--- src/rtl/dcache_responder_if.sv ---
// Request/response bundle between the LSU data-cache port and its memory-side responder.
// The LSU side drives the request fields; the responder returns line data and status.
interface dcache_responder_if;
    logic         DCACHE_EN;
    logic         DCACHE_RW;
    logic [31:0]  DCACHE_ADDR;
    logic [3:0]   DCACHE_SIZE;
    logic [63:0]  DCACHE_WR_DATA;
    logic [127:0] DCACHE_RD_DATA;
    logic         DCACHE_READY;
    logic         DCACHE_ERR;
    logic         BUSY;

    modport master (
        output DCACHE_EN, DCACHE_RW, DCACHE_ADDR, DCACHE_SIZE, DCACHE_WR_DATA,
        input  DCACHE_RD_DATA, DCACHE_READY, DCACHE_ERR, BUSY
    );

    modport slave (
        input  DCACHE_EN, DCACHE_RW, DCACHE_ADDR, DCACHE_SIZE, DCACHE_WR_DATA,
        output DCACHE_RD_DATA, DCACHE_READY, DCACHE_ERR, BUSY
    );
endinterface

--- src/rtl/dcache_responder.sv ---
// Fixed-latency data-cache stand-in: one request at a time against an array of 16-byte lines,
// completing with a one-cycle READY pulse that carries the whole (possibly updated) line.
module dcache_responder #(
    parameter int LINES   = 16,
    parameter int LATENCY = 4
) (
    input  logic              clk,
    input  logic              rst,
    dcache_responder_if.slave bus
);
    localparam int         IDXW     = $clog2(LINES);
    localparam logic [3:0] CNT_INIT = 4'(LATENCY - 1);

    typedef enum logic [1:0] {
        IDLE,
        WAIT,
        RESP
    } StateT;

    StateT            r_state;
    StateT            w_nextState;

    logic [3:0]       r_cnt;
    logic             r_rw;
    logic [IDXW-1:0]  r_index;
    logic [3:0]       r_offset;
    logic [3:0]       r_size;
    logic [63:0]      r_wrData;
    logic [127:0]     r_rdData;
    logic             r_err;
    logic [127:0]     r_mem [LINES];

    logic             w_capture;
    logic             w_finish;
    logic             w_illegal;
    logic             w_memWrite;
    logic [4:0]       w_endSum;
    logic [15:0]      w_byteEn;
    logic [127:0]     w_line;
    logic [127:0]     w_shifted;
    logic [127:0]     w_merged;
    logic             w_unusedAddr;

    assign w_unusedAddr = ^bus.DCACHE_ADDR[31:4+IDXW];

    always_ff @(posedge clk) begin
        if (rst) begin
            r_state <= IDLE;
        end else begin
            r_state <= w_nextState;
        end
    end

    // Capture always passes through WAIT so the access commits on the edge that raises READY,
    // which keeps the LATENCY edges between capture and READY even when LATENCY is 1.
    always_comb begin
        w_nextState = r_state;
        w_capture   = 1'b0;
        w_finish    = 1'b0;
        case (r_state)
            IDLE: begin
                if (bus.DCACHE_EN) begin
                    w_capture   = 1'b1;
                    w_nextState = WAIT;
                end
            end
            WAIT: begin
                if (r_cnt == 4'd0) begin
                    w_finish    = 1'b1;
                    w_nextState = RESP;
                end
            end
            RESP: begin
                w_nextState = IDLE;
            end
            default: begin
                w_nextState = IDLE;
            end
        endcase
    end

    always_comb begin
        w_endSum  = {1'b0, r_offset} + {1'b0, r_size};
        w_illegal = (r_size == 4'd0) || (r_size > 4'd8) || (w_endSum > 5'd16);
        w_byteEn  = 16'((17'd1 << r_size) - 17'd1) << r_offset;
        w_shifted = {64'h0, r_wrData} << {r_offset, 3'b000};
        w_line    = r_mem[r_index];
        w_merged  = w_line;
        for (int b = 0; b < 16; b++) begin
            if (w_byteEn[b]) begin
                w_merged[b*8 +: 8] = w_shifted[b*8 +: 8];
            end
        end
        w_memWrite = w_finish && r_rw && !w_illegal && !rst;
    end

    always_ff @(posedge clk) begin
        if (rst) begin
            r_cnt    <= 4'd0;
            r_rw     <= 1'b0;
            r_index  <= '0;
            r_offset <= 4'd0;
            r_size   <= 4'd0;
            r_wrData <= 64'h0;
            r_rdData <= 128'h0;
            r_err    <= 1'b0;
        end else begin
            if (w_capture) begin
                r_cnt    <= CNT_INIT;
                r_rw     <= bus.DCACHE_RW;
                r_index  <= bus.DCACHE_ADDR[4+IDXW-1:4];
                r_offset <= bus.DCACHE_ADDR[3:0];
                r_size   <= bus.DCACHE_SIZE;
                r_wrData <= bus.DCACHE_WR_DATA;
            end else if ((r_state == WAIT) && (r_cnt != 4'd0)) begin
                r_cnt <= r_cnt - 4'd1;
            end
            if (w_finish) begin
                r_rdData <= (r_rw && !w_illegal) ? w_merged : w_line;
                r_err    <= w_illegal;
            end
        end
    end

    // Line storage is deliberately left out of reset so preloaded contents survive it.
    always_ff @(posedge clk) begin
        if (w_memWrite) begin
            r_mem[r_index] <= w_merged;
        end
    end

    assign bus.DCACHE_RD_DATA = r_rdData;
    assign bus.DCACHE_READY   = (r_state == RESP);
    assign bus.DCACHE_ERR     = (r_state == RESP) && r_err;
    assign bus.BUSY           = (r_state != IDLE);
endmodule

--- src/flat_wrapper.sv ---
// flat-port wrapper written by rule: the top's interface ports become plain ports
module dcache_responder_flat 
#(
    parameter int LINES   = 16,
    parameter int LATENCY = 4
)
  (clk, rst, bus_DCACHE_EN, bus_DCACHE_RW, bus_DCACHE_ADDR, bus_DCACHE_SIZE, bus_DCACHE_WR_DATA, bus_DCACHE_RD_DATA, bus_DCACHE_READY, bus_DCACHE_ERR, bus_BUSY);
  dcache_responder_if bus_i ();
  input  logic clk;
  input  logic rst;
  input wire logic [$bits(bus_i.DCACHE_EN)-1:0] bus_DCACHE_EN;
  input wire logic [$bits(bus_i.DCACHE_RW)-1:0] bus_DCACHE_RW;
  input wire logic [$bits(bus_i.DCACHE_ADDR)-1:0] bus_DCACHE_ADDR;
  input wire logic [$bits(bus_i.DCACHE_SIZE)-1:0] bus_DCACHE_SIZE;
  input wire logic [$bits(bus_i.DCACHE_WR_DATA)-1:0] bus_DCACHE_WR_DATA;
  output wire logic [$bits(bus_i.DCACHE_RD_DATA)-1:0] bus_DCACHE_RD_DATA;
  output wire logic [$bits(bus_i.DCACHE_READY)-1:0] bus_DCACHE_READY;
  output wire logic [$bits(bus_i.DCACHE_ERR)-1:0] bus_DCACHE_ERR;
  output wire logic [$bits(bus_i.BUSY)-1:0] bus_BUSY;
  assign bus_i.DCACHE_EN = bus_DCACHE_EN;
  assign bus_i.DCACHE_RW = bus_DCACHE_RW;
  assign bus_i.DCACHE_ADDR = bus_DCACHE_ADDR;
  assign bus_i.DCACHE_SIZE = bus_DCACHE_SIZE;
  assign bus_i.DCACHE_WR_DATA = bus_DCACHE_WR_DATA;
  assign bus_DCACHE_RD_DATA = bus_i.DCACHE_RD_DATA;
  assign bus_DCACHE_READY = bus_i.DCACHE_READY;
  assign bus_DCACHE_ERR = bus_i.DCACHE_ERR;
  assign bus_BUSY = bus_i.BUSY;
  dcache_responder #(.LINES(LINES), .LATENCY(LATENCY)) u_core (.clk(clk), .rst(rst), .bus(bus_i));
endmodule
--- config.mk ---
export PLATFORM = sky130hd
export DESIGN_NAME = dcache_responder_flat
export DESIGN_NICKNAME = d
export VERILOG_FILES = /design/src/rtl/dcache_responder_if.sv /design/src/rtl/dcache_responder.sv /design/src/flat_wrapper.sv
export SDC_FILE = /design/constraint.sdc
export NUM_CORES = 2
export LEC_CHECK = 0
export CAP_MARGIN = 20
export CORE_UTILIZATION = 25
export DETAILED_ROUTE_END_ITERATION = 16
export GPL_TIMING_DRIVEN = 0
export PLACE_DENSITY = 0.48
export SYNTH_ARGS = -nofsm -noshare
export SYNTH_HDL_FRONTEND = slang
export SYNTH_SLANG_ARGS = --single-unit
export TNS_END_PERCENT = 5
--- constraint.sdc ---
create_clock -name clk -period 14.85 [get_ports clk]
set_clock_uncertainty 0.15 [all_clocks]
set_input_delay 2.97 -clock clk [delete_from_list [all_inputs] [get_ports clk]]
set_output_delay 2.97 -clock clk [all_outputs]
set_load 0.03 [all_outputs]
# Word level (Yosys, flattened, before mapping)
# Memories as Yosys holds them, arrays and structs flattened. A register that Yosys moved wholly into a read port is not among the register bits.
# Cells that the tools add are included.
[op_classes] addsub=3 order_cmp=2 eq_ne=4 shifts=3 mux=30 reduce_logical=18
[op_table] operator="128-bit two-way mux" n=1
[op_table] operator="8-bit two-way mux" n=16
[op_table] operator="64-bit by 7-bit << shifter with 128-bit output" n=1
[op_table] operator="1-bit by 4-bit << shifter with 16-bit output (first input constant)" n=1
[op_table] operator="16-bit by 4-bit << shifter with 16-bit output" n=1
[op_table] operator="16-bit by 1-bit subtractor with 16-bit output (second input constant)" n=1
[op_table] operator="4-bit logical NOT" n=2
[op_table] operator="2-bit two-way mux" n=4
[op_table] operator="4-bit two-way mux" n=2
[op_table] operator="1-bit logical AND" n=6
[op_table] operator="1-bit two-way mux" n=6
[op_table] operator="4-bit by 4-bit adder with 5-bit output" n=1
[op_table] operator="5-bit > comparator (second input constant)" n=1
[op_table] operator="4-bit > comparator (second input constant)" n=1
[op_table] operator="2-bit one-hot mux with 2 select lines" n=1
[op_table] operator="2-bit nonzero test" n=2
[op_table] operator="4-bit nonzero test" n=1
[op_table] operator="4-bit by 1-bit subtractor with 4-bit output (second input constant)" n=1
[op_table] operator="2-bit by 1-bit == test with 1-bit output (second input constant)" n=1
[op_table] operator="2-bit == test (second input constant)" n=1
[op_table] operator="1-bit logical NOT" n=2
[op_table] operator="2-bit logical NOT" n=1
[op_table] operator="1-bit logical OR" n=2
[op_table] operator="2-bit by 1-bit inequality test with 1-bit output (second input constant)" n=1
[op_table] operator="3 further kinds" n=3
[word_totals] mem_count=1 regBits=212 inputBits=104 out_inout_bits=131 word_cells=71 ram_bits=2048
[mem_list] name="u_core.r_mem" depth=16 width=128 read_ports=1 rd_clocked_by_memory_dff=1 write_ports=1 line_no="dcache_responder.sv:31" rtl="logic [127:0] r_mem [LINES];"

# Depth between registers and ports, before layout
[depth] word_depth=8 mapped_depth=15 ltp_nobuf=10

# Worst setup path before layout
# OpenSTA, ideal clock, no wires.
[synth_timing] kind="input -> register" from="in rst" to="mem u_core.r_mem[2][0], enable pin" setup_ps=772 required_time_ps=13928 stages=6 path_buffers=2 arrival_ps=12623 setup_slack_ps=1305 path_cell_list="clkbuf_1 nand2b_1 clkbuf_1 nor2_1 nand3b_1 nor3_1"
[synth_between] elab_chain_cells=4
[synth_rtl] element="from (decl)" line_no="flat_wrapper.sv:10" rtl="input logic rst;"
[synth_rtl] element="1-bit logical NOT" line_no="dcache_responder.sv:94" rtl="w_memWrite = w_finish && r_rw && !w_illegal && !rst;"
[synth_rtl] element="1-bit logical AND" line_no="dcache_responder.sv:94"
[synth_rtl] element="1-bit two-way mux" line_no="dcache_responder.sv:127" rtl="if (w_memWrite) begin"
[synth_rtl] element="1-bit two-way mux (not written as such)" line_no="dcache_responder.sv:128" rtl="r_mem[r_index] <= w_merged;"
[synth_rtl] element="to (decl)" line_no="dcache_responder.sv:31"
# Every way passes these cells.

# Worst setup path after layout
[layout_timing] from="in rst" to="mem u_core.r_mem[6][92], enable pin"
# Same word-level chain as after synthesis.

==> impl_metrics.ini <==
[status]
status = complete, no violations

[synth]
synth_cell_types = 89
ys_warn_count = 0
yosys.area.top_type = edfxtp_1
synth_nets = 4954
ys_top_cells_by_area = edfxtp_1 67%, mux4_2 14%, dfxtp_1 4.7%
synth_ff_type = edfxtp_1
synth-edff-count = 2048
async_flop_share = 0
syn_area_mm2 = 0.09123
ys_seq_elements = 2264
seq_area_frac_synth = 0.7215
synthCells = 4843
syn_avg_cell_area_um2 = 18.84
synth_top_area_share = 0.6741

[sta]
fmax_mhz = 145.3
max_slew_margin = 0.1588
fin_crit_ns = 6.883
grt_setup_unrepaired = false
setup_viol = 0
hold_viol_final = 0
setup_tns_ns = 0
tightest_slew_ns = 1.249
holdWs_ns = 0.3008
finalMaxSlewViolations = 0
timing.final.crit_share = 0.4635

[detailed_routing]
routed_wl_mm = 351.9
routedWlPerCell_um = 33.25
drtIter0Drc = 5803
first_pass_iters = 6
drc = 0
vias = 52233
viasPerCell = 4.936
antenna_left = 0

[floorplan]
die_h_um = 606.1
dieArea_mm2 = 0.3674
ios = 235
dieWidth_um = 606.1
start_util = 0.2515
placementRows = 221
core_area_mm2 = 0.3628

[cts]
clk_pin_slew_worst_paths_ns = 0.06
cts_made_buffers = 233
cts_num_sinks = 2264
cts.htree.levels = 4
ctsHoldBuffers = 0
cts_resized = 0
postCtsSetupBuffers = 0
clk_path_buf_depth = 4
root_buffer = clkbuf_16
tritoncts = built
clock_latency_ns = 0.91

[global_route]
grt_pass1_vias = 52775
antenna_found_initial = 25
grt_pass1_wl_mm = 468.8
grt_usage = 0.1881
grt_remaining_overflow = 0
grt_start_max_net_pins = 22

[setup_path]
crit_arrival_ns = 7.31
critPathCaptureType = flop
worst_setup_path_start_kind = input pin
r2r_start = u_core.r_offset[1]
worstSetupPathType = input pin to flop
critPathLaunch = rst
worst_r2r_path_depth = 18
cp_max_fo = 10
crit_required_ns = 15.27

[power_and_ir_drop]
ir_worst_vdd_uv = 97.27
p_leak_nw = 34.38
power_density_mw_per_mm2 = 135.7

[min_path]
min-delay-start = u_core.bus.DCACHE_RD_DATA[80]
hp-class = flop to flop
whs_path_depth = 2

[layout]
layout_commonest_cell = edfxtp_1
fillerInstances = 35461
num-nets-final = 5697
final_util = 0.3061
drive_gt1_frac = 0.2717
fin_cells = 10582
area_growth_pct = 21.73
fin_area_mm2 = 0.1111
layout_common_cells = 2,048 x edfxtp_1, 585 x mux4_2, 321 x nand2_1, 234 x clkbuf_16, 216 x dfxtp_1

[placement]
place_area_mm2 = 0.1035
globalplace.congestion = 0.9943
placedCellCount = 10119
place.port_buffers = 209
hpwl_mm = 261.7

[job]
cap_violations = 0
## cell usage after synthesis (9+ instances only)
cell      count
edfxtp_1   2048
mux4_2      585
nand2_1     321
dfxtp_1     216
mux2i_1     201
nor2_1      199
a21oi_1     177
clkbuf_1    143
mux2_2      128
buf_2       124
o21ai_0     119
nor3_1       70
a211oi_1     69
nand3_1      35
buf_1        32
nor2b_1      29
a22oi_1      26
a311oi_1     22
nand2b_1     18
o21ai_1      18
buf_4        15
inv_1        15
o22ai_1      14
o21a_1       11
nand3b_1     10
o211ai_1     10
o31ai_1      10
and3_1        9
## layer usage
| layer | GRT usage | part of all wire | vias to the layer above |
|---|---|---|---|
| met4 | 0.09781 | 0.062 | 4 |
| met2 | 0.3189 | 0.49 | 2024 |
| met3 | 0.02396 | 0.052 | 538 |
| met5 | 0 | 0.000077 | - |
| met1 | 0.2348 | 0.40 | 28428 |
| li1 | - | - | 21239 |
## path summary, 6_finish.rpt
check	endpoint	slack, ns
setup reg to reg	u_core.r_mem[6][92]	8.41
hold / removal	u_core.bus.DCACHE_RD_DATA[80]	0.30
setup / recovery	u_core.r_mem[6][92]	7.97
hold reg to reg	u_core.bus.DCACHE_RD_DATA[80]	0.30
## flip-flops by register name (all words and copies together), names as in the netlist, named ones only
| register | cells |
|---|---|
| u_core.r_rw | 1 |
| u_core.r_index | 4 |
| u_core.r_mem | 2048 |
| u_core.r_size | 4 |
| u_core.r_offset | 4 |
| u_core.r_state | 2 |
| u_core.r_cnt | 4 |
| u_core.r_wrData | 64 |
| u_core.bus.DCACHE_RD_DATA | 128 |
| u_core.r_err | 1 |
## final cells by class
cell class                      instances  area (um^2)  share of cell area
Sequential cell                      2264        65820              0.5927
Clock buffer                          304         6238             0.05617
Buffer                                317         1444             0.01300
Antenna cell                           16        40.04           0.0003605
Inverter                               16        60.06           0.0005408
Timing Repair Buffer                  508         6242             0.05620
Tap cell                             4794         5998             0.05401
Multi-Input combinational cell       2246        24090              0.2169
Clock inverter                        117         1125             0.01013
## power by group
group	internal, W	switching [W]
Combinational	0.000582	0.00132
Sequential	0.00731	0.0000856
Clock	0.00329	0.00248
Total	0.0112	0.00389
## worst max-delay path: stages
cell      delay, ns
clkbuf_1       0.17
buf_8          0.21
nand2b_1       0.30
clkbuf_1       0.49
nor2_1         0.64
buf_6          0.23
nand3_1        0.32
nor3_2         0.73
buf_6          0.26
buf_6          0.18
buf_6          0.19
buf_6          0.19
buf_8          0.16
buf_6          0.17
## per-stage QoR
stage	setup WS, ns	total power (W)
after floorplan	1.305	0.008457
after global placement	-15.93	0.009285
after detailed placement	7.134	0.009394
after CTS	8.053	0.01513
after global routing	7.981	0.01547
final	7.967	0.01508
## logic make-up after synthesis
| kind of cell | count (synthesis) | share of synthesized area |
|---|---|---|
| AOI/OAI and AO/OA | 583 | 0.04220 |
| DFF | 2264 | 0.7215 |
| buffers and inverters | 333 | 0.01627 |
| muxes | 918 | 0.1828 |
| xor gates and xnor gates | 5 | 0.0005624 |
| and+or+nand+nor | 733 | 0.03570 |
| adders and majority gates | 7 | 0.001042 |
Power figures use the tool's default switching activity.
